==> config.mk <==
export PLATFORM = sky130hd
export DESIGN_NAME = ifc_struct_sched_flat
export DESIGN_NICKNAME = d
export VERILOG_FILES = /design/src/rtl/ifc_struct_sched_if.sv /design/src/rtl/ifc_struct_sched.sv /design/src/flat_wrapper.sv
export SDC_FILE = /design/constraint.sdc
export NUM_CORES = 1
export LEC_CHECK = 0
export ABC_AREA = 1
export ABC_CLOCK_PERIOD_IN_PS = 5100
export CORE_ASPECT_RATIO = 1.4
export CORE_MARGIN = 1.5
export CORE_UTILIZATION = 52
export DETAILED_ROUTE_END_ITERATION = 6
export PLACE_DENSITY = 0.82
export SYNTH_ARGS = -nofsm -noshare
export SYNTH_HDL_FRONTEND = slang
export SYNTH_SLANG_ARGS = --single-unit
==> constraint.sdc <==
create_clock -name clk -period 5.1 [get_ports clk]
set_input_delay 1.02 -clock clk [delete_from_list [all_inputs] [get_ports clk]]
set_output_delay 1.02 -clock clk [all_outputs]
set_load 0.005 [all_outputs]
==> src/rtl/ifc_struct_sched_if.sv <==
// Request/response bundle between NREQ producers and the shared offset-adder scheduler.
// master = requester side, slave = scheduler side.
interface ifc_struct_sched_if #(
    parameter int NREQ = 4,
    parameter int IDW  = $clog2(NREQ)
);
    logic [NREQ-1:0]    req_valid;
    logic [NREQ*32-1:0] req_value;
    logic [NREQ-1:0]    req_ready;
    logic               rsp_valid;
    logic [IDW-1:0]     rsp_id;
    logic [31:0]        rsp_val100;
    logic [31:0]        rsp_val200;
    logic [NREQ-1:0]    outstanding;
    logic [15:0]        issue_cnt;

    modport master (
        output req_valid, req_value,
        input  req_ready, rsp_valid, rsp_id, rsp_val100, rsp_val200, outstanding, issue_cnt
    );

    modport slave (
        input  req_valid, req_value,
        output req_ready, rsp_valid, rsp_id, rsp_val100, rsp_val200, outstanding, issue_cnt
    );
endinterface

==> src/rtl/ifc_struct_sched.sv <==
// Round-robin share of one value+offset pipeline between NREQ requesters, tagged results.
// Latency: result pulses LAT cycles after the grant cycle; one issue per cycle.
// Backpressure: req_ready only for requesters without a result in flight; responses cannot stall.
module ifc_struct_sched #(
    parameter int NREQ  = 4,
    parameter int LAT   = 2,
    parameter int OFS_A = 100,
    parameter int OFS_B = 200,
    parameter int IDW   = $clog2(NREQ)
) (
    input  logic              clk,
    input  logic              rst_n,
    ifc_struct_sched_if.slave bus
);
    typedef struct packed {
        logic [IDW-1:0] id;
        logic [31:0]    v100;
        logic [31:0]    v200;
    } rsp_t;

    logic [NREQ-1:0] elig;
    logic [NREQ-1:0] grant;
    logic [IDW-1:0]  gidx;
    logic [IDW-1:0]  cidx;
    int              sidx;
    logic [IDW-1:0]  ptr_q, ptr_d;
    logic [NREQ-1:0] out_q, out_d;
    logic [15:0]     cnt_q;
    logic [LAT-1:0]  vld_q;
    rsp_t            pipe_q [LAT];
    rsp_t            req_s;

    // Grant is gated by rst_n so req_ready stays low while reset is held.
    always_comb begin
        elig  = bus.req_valid & ~out_q;
        grant = '0;
        gidx  = '0;
        cidx  = '0;
        sidx  = 0;
        for (int k = 0; k < NREQ; k++) begin
            sidx = int'(ptr_q) + k;
            if (sidx >= NREQ) sidx = sidx - NREQ;
            cidx = IDW'(sidx);
            if (rst_n && grant == '0 && elig[cidx]) begin
                grant[cidx] = 1'b1;
                gidx        = cidx;
            end
        end

        ptr_d = ptr_q;
        if (|grant) ptr_d = (gidx == IDW'(NREQ - 1)) ? '0 : gidx + 1'b1;

        out_d = out_q;
        if (vld_q[LAT-1]) out_d[pipe_q[LAT-1].id] = 1'b0;
        out_d = out_d | grant;

        req_s.id   = gidx;
        req_s.v100 = bus.req_value[{gidx, 5'b00000} +: 32] + OFS_A;
        req_s.v200 = bus.req_value[{gidx, 5'b00000} +: 32] + OFS_B;
    end

    // Data stages only load behind a valid, so the final stage holds the last result.
    always_ff @(posedge clk or negedge rst_n) begin
        if (!rst_n) begin
            ptr_q <= '0;
            out_q <= '0;
            cnt_q <= '0;
            vld_q <= '0;
            for (int k = 0; k < LAT; k++) pipe_q[k] <= '0;
        end else begin
            ptr_q    <= ptr_d;
            out_q    <= out_d;
            vld_q[0] <= |grant;
            if (|grant) begin
                cnt_q     <= cnt_q + 16'd1;
                pipe_q[0] <= req_s;
            end
            for (int k = 1; k < LAT; k++) begin
                vld_q[k] <= vld_q[k-1];
                if (vld_q[k-1]) pipe_q[k] <= pipe_q[k-1];
            end
        end
    end

    assign bus.req_ready   = grant;
    assign bus.rsp_valid   = vld_q[LAT-1];
    assign bus.rsp_id      = pipe_q[LAT-1].id;
    assign bus.rsp_val100  = pipe_q[LAT-1].v100;
    assign bus.rsp_val200  = pipe_q[LAT-1].v200;
    assign bus.outstanding = out_q;
    assign bus.issue_cnt   = cnt_q;
endmodule

==> src/flat_wrapper.sv <==
// flat-port wrapper written by rule: the top's interface ports become plain ports
module ifc_struct_sched_flat 
#(
    parameter int NREQ  = 4,
    parameter int LAT   = 2,
    parameter int OFS_A = 100,
    parameter int OFS_B = 200,
    parameter int IDW   = $clog2(NREQ)
)
  (clk, rst_n, bus_req_valid, bus_req_value, bus_req_ready, bus_rsp_valid, bus_rsp_id, bus_rsp_val100, bus_rsp_val200, bus_outstanding, bus_issue_cnt);
  ifc_struct_sched_if #(.NREQ(NREQ), .IDW(IDW)) bus_i ();
  input  logic clk;
  input  logic rst_n;
  input wire logic [$bits(bus_i.req_valid)-1:0] bus_req_valid;
  input wire logic [$bits(bus_i.req_value)-1:0] bus_req_value;
  output wire logic [$bits(bus_i.req_ready)-1:0] bus_req_ready;
  output wire logic [$bits(bus_i.rsp_valid)-1:0] bus_rsp_valid;
  output wire logic [$bits(bus_i.rsp_id)-1:0] bus_rsp_id;
  output wire logic [$bits(bus_i.rsp_val100)-1:0] bus_rsp_val100;
  output wire logic [$bits(bus_i.rsp_val200)-1:0] bus_rsp_val200;
  output wire logic [$bits(bus_i.outstanding)-1:0] bus_outstanding;
  output wire logic [$bits(bus_i.issue_cnt)-1:0] bus_issue_cnt;
  assign bus_i.req_valid = bus_req_valid;
  assign bus_i.req_value = bus_req_value;
  assign bus_req_ready = bus_i.req_ready;
  assign bus_rsp_valid = bus_i.rsp_valid;
  assign bus_rsp_id = bus_i.rsp_id;
  assign bus_rsp_val100 = bus_i.rsp_val100;
  assign bus_rsp_val200 = bus_i.rsp_val200;
  assign bus_outstanding = bus_i.outstanding;
  assign bus_issue_cnt = bus_i.issue_cnt;
  ifc_struct_sched #(.NREQ(NREQ), .LAT(LAT), .OFS_A(OFS_A), .OFS_B(OFS_B), .IDW(IDW)) u_core (.clk(clk), .rst_n(rst_n), .bus(bus_i));
endmodule
==> results_dict.tcl <==
set metrics [dict create \
    min_path_type "in2async" \
    drt-vias-per-instance 5.232 \
    synthTopCellsByCount "429 x nand2_1, 156 x nand3_1, 155 x inv_1, 152 x dfrtp_1, 75 x nor2_1" \
    setup.worst_path.class "in2out" \
    synthTopCellsByArea "dfrtp_1 38%, nand2_1 16%, nand3_1 7.8%" \
    grt_max_degree 83 \
    endpoint_kind "output port" \
    die_h_um 166.9 \
    critPathMaxFanout 7 \
    synthArstFlopShare_pct 100.0 \
    yosys_register_bits 152 \
    relSlewSlack_pct 31.03 \
    setup_viol 0 \
    syn_inst 1354 \
    num_vias 9282 \
    min_period_over_period_pct 94.45 \
    synth_xor_area_share_pct 1.668 \
    place_inst 1742 \
    synth_fa_ha_area_share_pct 1.379 \
    drc_errors 0 \
    reg2reg_slack_ns 0.77 \
    globalRoute.totalOverflow 0 \
    finalSetupTns_ns 0 \
    start_util_pct 53.42 \
    outcome "finished clean" \
    max_freq_ghz 0.2076 \
    start_kind "input port" \
    synth_edf_count 0 \
    ys_warn_count 0 \
    synthesis.area_sq_um 9977 \
    numCtsBuffers 17 \
    cts_setup_buffers 0 \
    synth_top_family_by_area "simple AND/OR/NAND/NOR gates" \
    synth_largest_area_cell "dfrtp_1" \
    synth_top_flop_cell "dfrtp_1" \
    required_ns 4.08 \
    cp_data_arrival_time_ns 3.80 \
    cts_hold_buffers 0 \
    numPortBuffers 224 \
    rsz0062_at_grt "no" \
    path_buf_inv 3 \
    drtAntennaViolNets 0 \
    area_growth_pct 27.24 \
    critPathTopFamily "simple AND/OR/NAND/NOR gates" \
    synth.area.mux_share_pct 5.643 \
    firstDrtPassIters 5 \
    cts_resized 0 \
    drt_iter0_drc 674 \
    cts-root-buf "clkbuf_16" \
    yosys.area_share.simple_pct 33.70 \
    htreeDepth 4 \
    cap_violations 0 \
    clkLatencyLatePin_ns 0.42 \
    drt-total-wl_mm 28.55 \
    post_drt_wl_per_cell_um 16.09 \
    skew_ns 0.01010 \
    grt_pass1_vias 9082 \
    worst_pin_slew_ns 1.035 \
    gp_congestion 0.9721 \
    coreArea_sq_um 18680 \
    synth.most_common_cell "nand2_1" \
    ys_seq_area_share_pct 38.12 \
    crit_top_cell "nand3_1" \
    drv_slew 0 \
    antenna_found_initial 0 \
    syn_nets 1499 \
    synth_cell_type_count 45 \
    ios 225 \
    final_nets 1662 \
    floorplan.die_area_sq_um 20040 \
    die_x_um 120.1 \
    critical_path.cell_chain "clkdlybuf4s50_1 -> nand3_1 -> nand3_1 -> nand2_1 -> nor2_4 -> o31ai_2 -> nand3_1 -> nand2_1 -> nor2_2 -> nand3_4 -> nor2_2 -> nor2_4 -> nand3_4 -> inv_2 -> nand2_1 -> nand3_1 -> clkdlybuf4s50_1" \
    synth-compound-area-share_pct 5.117 \
    clock_path_buffers 2 \
    grt_pass1_wl_mm 46.19 \
    grtUsageTotal_pct 29.24 \
    fp-row-count 59 \
    dp_hpwl_mm 21.92 \
    final_hold_viol_count 0 \
    fin_crit_ns 4.817 \
    synth_top_area_share_pct 38.12 \
    layout-drive-gt1-share_pct 13.92 \
    cts_tree "yes" \
    path_clk_slew_ns 0.07 \
    finalNonFillerCells 1774 \
    diodes 0 \
    cp_slowest_cell "clkdlybuf4s50_1" \
    crit_path_max_incr_delay_ns 0.50 \
    cts.sinks 152 \
    syn_avg_cell_area_sq_um 7.369 \
]
==> through the flow <==
stage	utilization (%)	hold WS (ns)	setup slack, ns	area, sq um
finish	67.97	0.3787	0.2830	12690
global route	67.97	0.3684	0.07504	12690
CTS	67.97	0.3721	0.2802	12690
detailed placement	64.71	0.4624	0.08129	12090
global placement	64.71	0.4585	0.1346	12090
floorplan	-	0.3519	1.195	9977
==> layer usage <==
| layer | vias to the layer above | GRT usage [%] | part of all wire (%) |
|---|---|---|---|
| met4 | 0 | 11.28 | 2.9 |
| met5 | - | 0 | 0 |
| li1 | 4508 | - | - |
| met2 | 388 | 49.84 | 50 |
| met1 | 4326 | 36.91 | 40 |
| met3 | 60 | 4.863 | 6.4 |
==> sequential cells by signal (all words and copies together), names as in the netlist <==
signal,cells
u_core.ptr_q,2
u_core.bus.issue_cnt,16
u_core.bus.rsp_val200,32
u_core.vld_q,2
u_core.pipe_q,64
u_core.bus.outstanding,4
u_core.bus.rsp_val100,30
u_core.bus.rsp_id,2
==> layout by cell type (no fill, tap or decap), drive strengths merged, types with 17 or more instances in the layout <==
cell | netlist | final
dfrtp | 152 | 152
nand2 | 459 | 459
clkdlybuf4s50 | 0 | 223
nand3 | 162 | 162
mux2 | 50 | 50
buf | 97 | 34
clkbuf | 16 | 17
o21ai | 38 | 38
nor2 | 108 | 108
inv | 172 | 180
==> cell type report <==
type,instances,area (sq um)
inverter,173,651.9
fill,1555,5982
sequential,152,3805
timing repair buffer,257,2566
multi-input combinational,916,4757
clock inverter,15,183.9
clock buffer,17,425.4
tap,244,305.3
==> final timing paths <==
kind,start,end,cells past startpoint
worst max-delay path,bus_req_valid[1],bus_req_ready[0],17
worst min-delay path,rst_n,u_core.bus.outstanding[0],1
worst max register to register,u_core.ptr_q[0],u_core.pipe_q[125],22
worst min register to register,u_core.bus.issue_cnt[15],u_core.bus.issue_cnt[15],1
max in group asynchronous,rst_n,u_core.bus.rsp_val200[17],3
min in group clk,u_core.bus.issue_cnt[15],u_core.bus.issue_cnt[15],1
==> kinds of logic (layout without fill, tap and decap cells) <==
family                   count (synthesis)  after routing
AND/OR/NAND/NOR                        751            751
buffers and inverters                  286            462
flip-flops                             152            152
AO/OA/AOI/OAI                           85             85
multiplexers                            50             50
XOR/XNOR                                19             19
adder cells (fa/ha/maj)                 11             11
==> worst register-to-register path, cell delays in order (launching register included) <==
cell	delay, ns
dfrtp_1	0.41
buf_4	0.21
ha_1	0.26
o31ai_2	0.38
nand3_1	0.14
nand2_2	0.13
nor2_4	0.06
nand4_1	0.09
nand2_1	0.09
nor2_4	0.17
nand3_4	0.17
o21ai_4	0.35
buf_4	0.43
nand3_1	0.14
nand2_1	0.20
nand2_1	0.17
nor2_2	0.13
nand2_1	0.10
nor2_2	0.20
nand2_1	0.08
nand2_1	0.07
nand3_1	0.14
o21ai_1	0.12
Power is not shown: default switching activity piles up to over one toggle a cycle in this logic, so the estimate is an artifact.
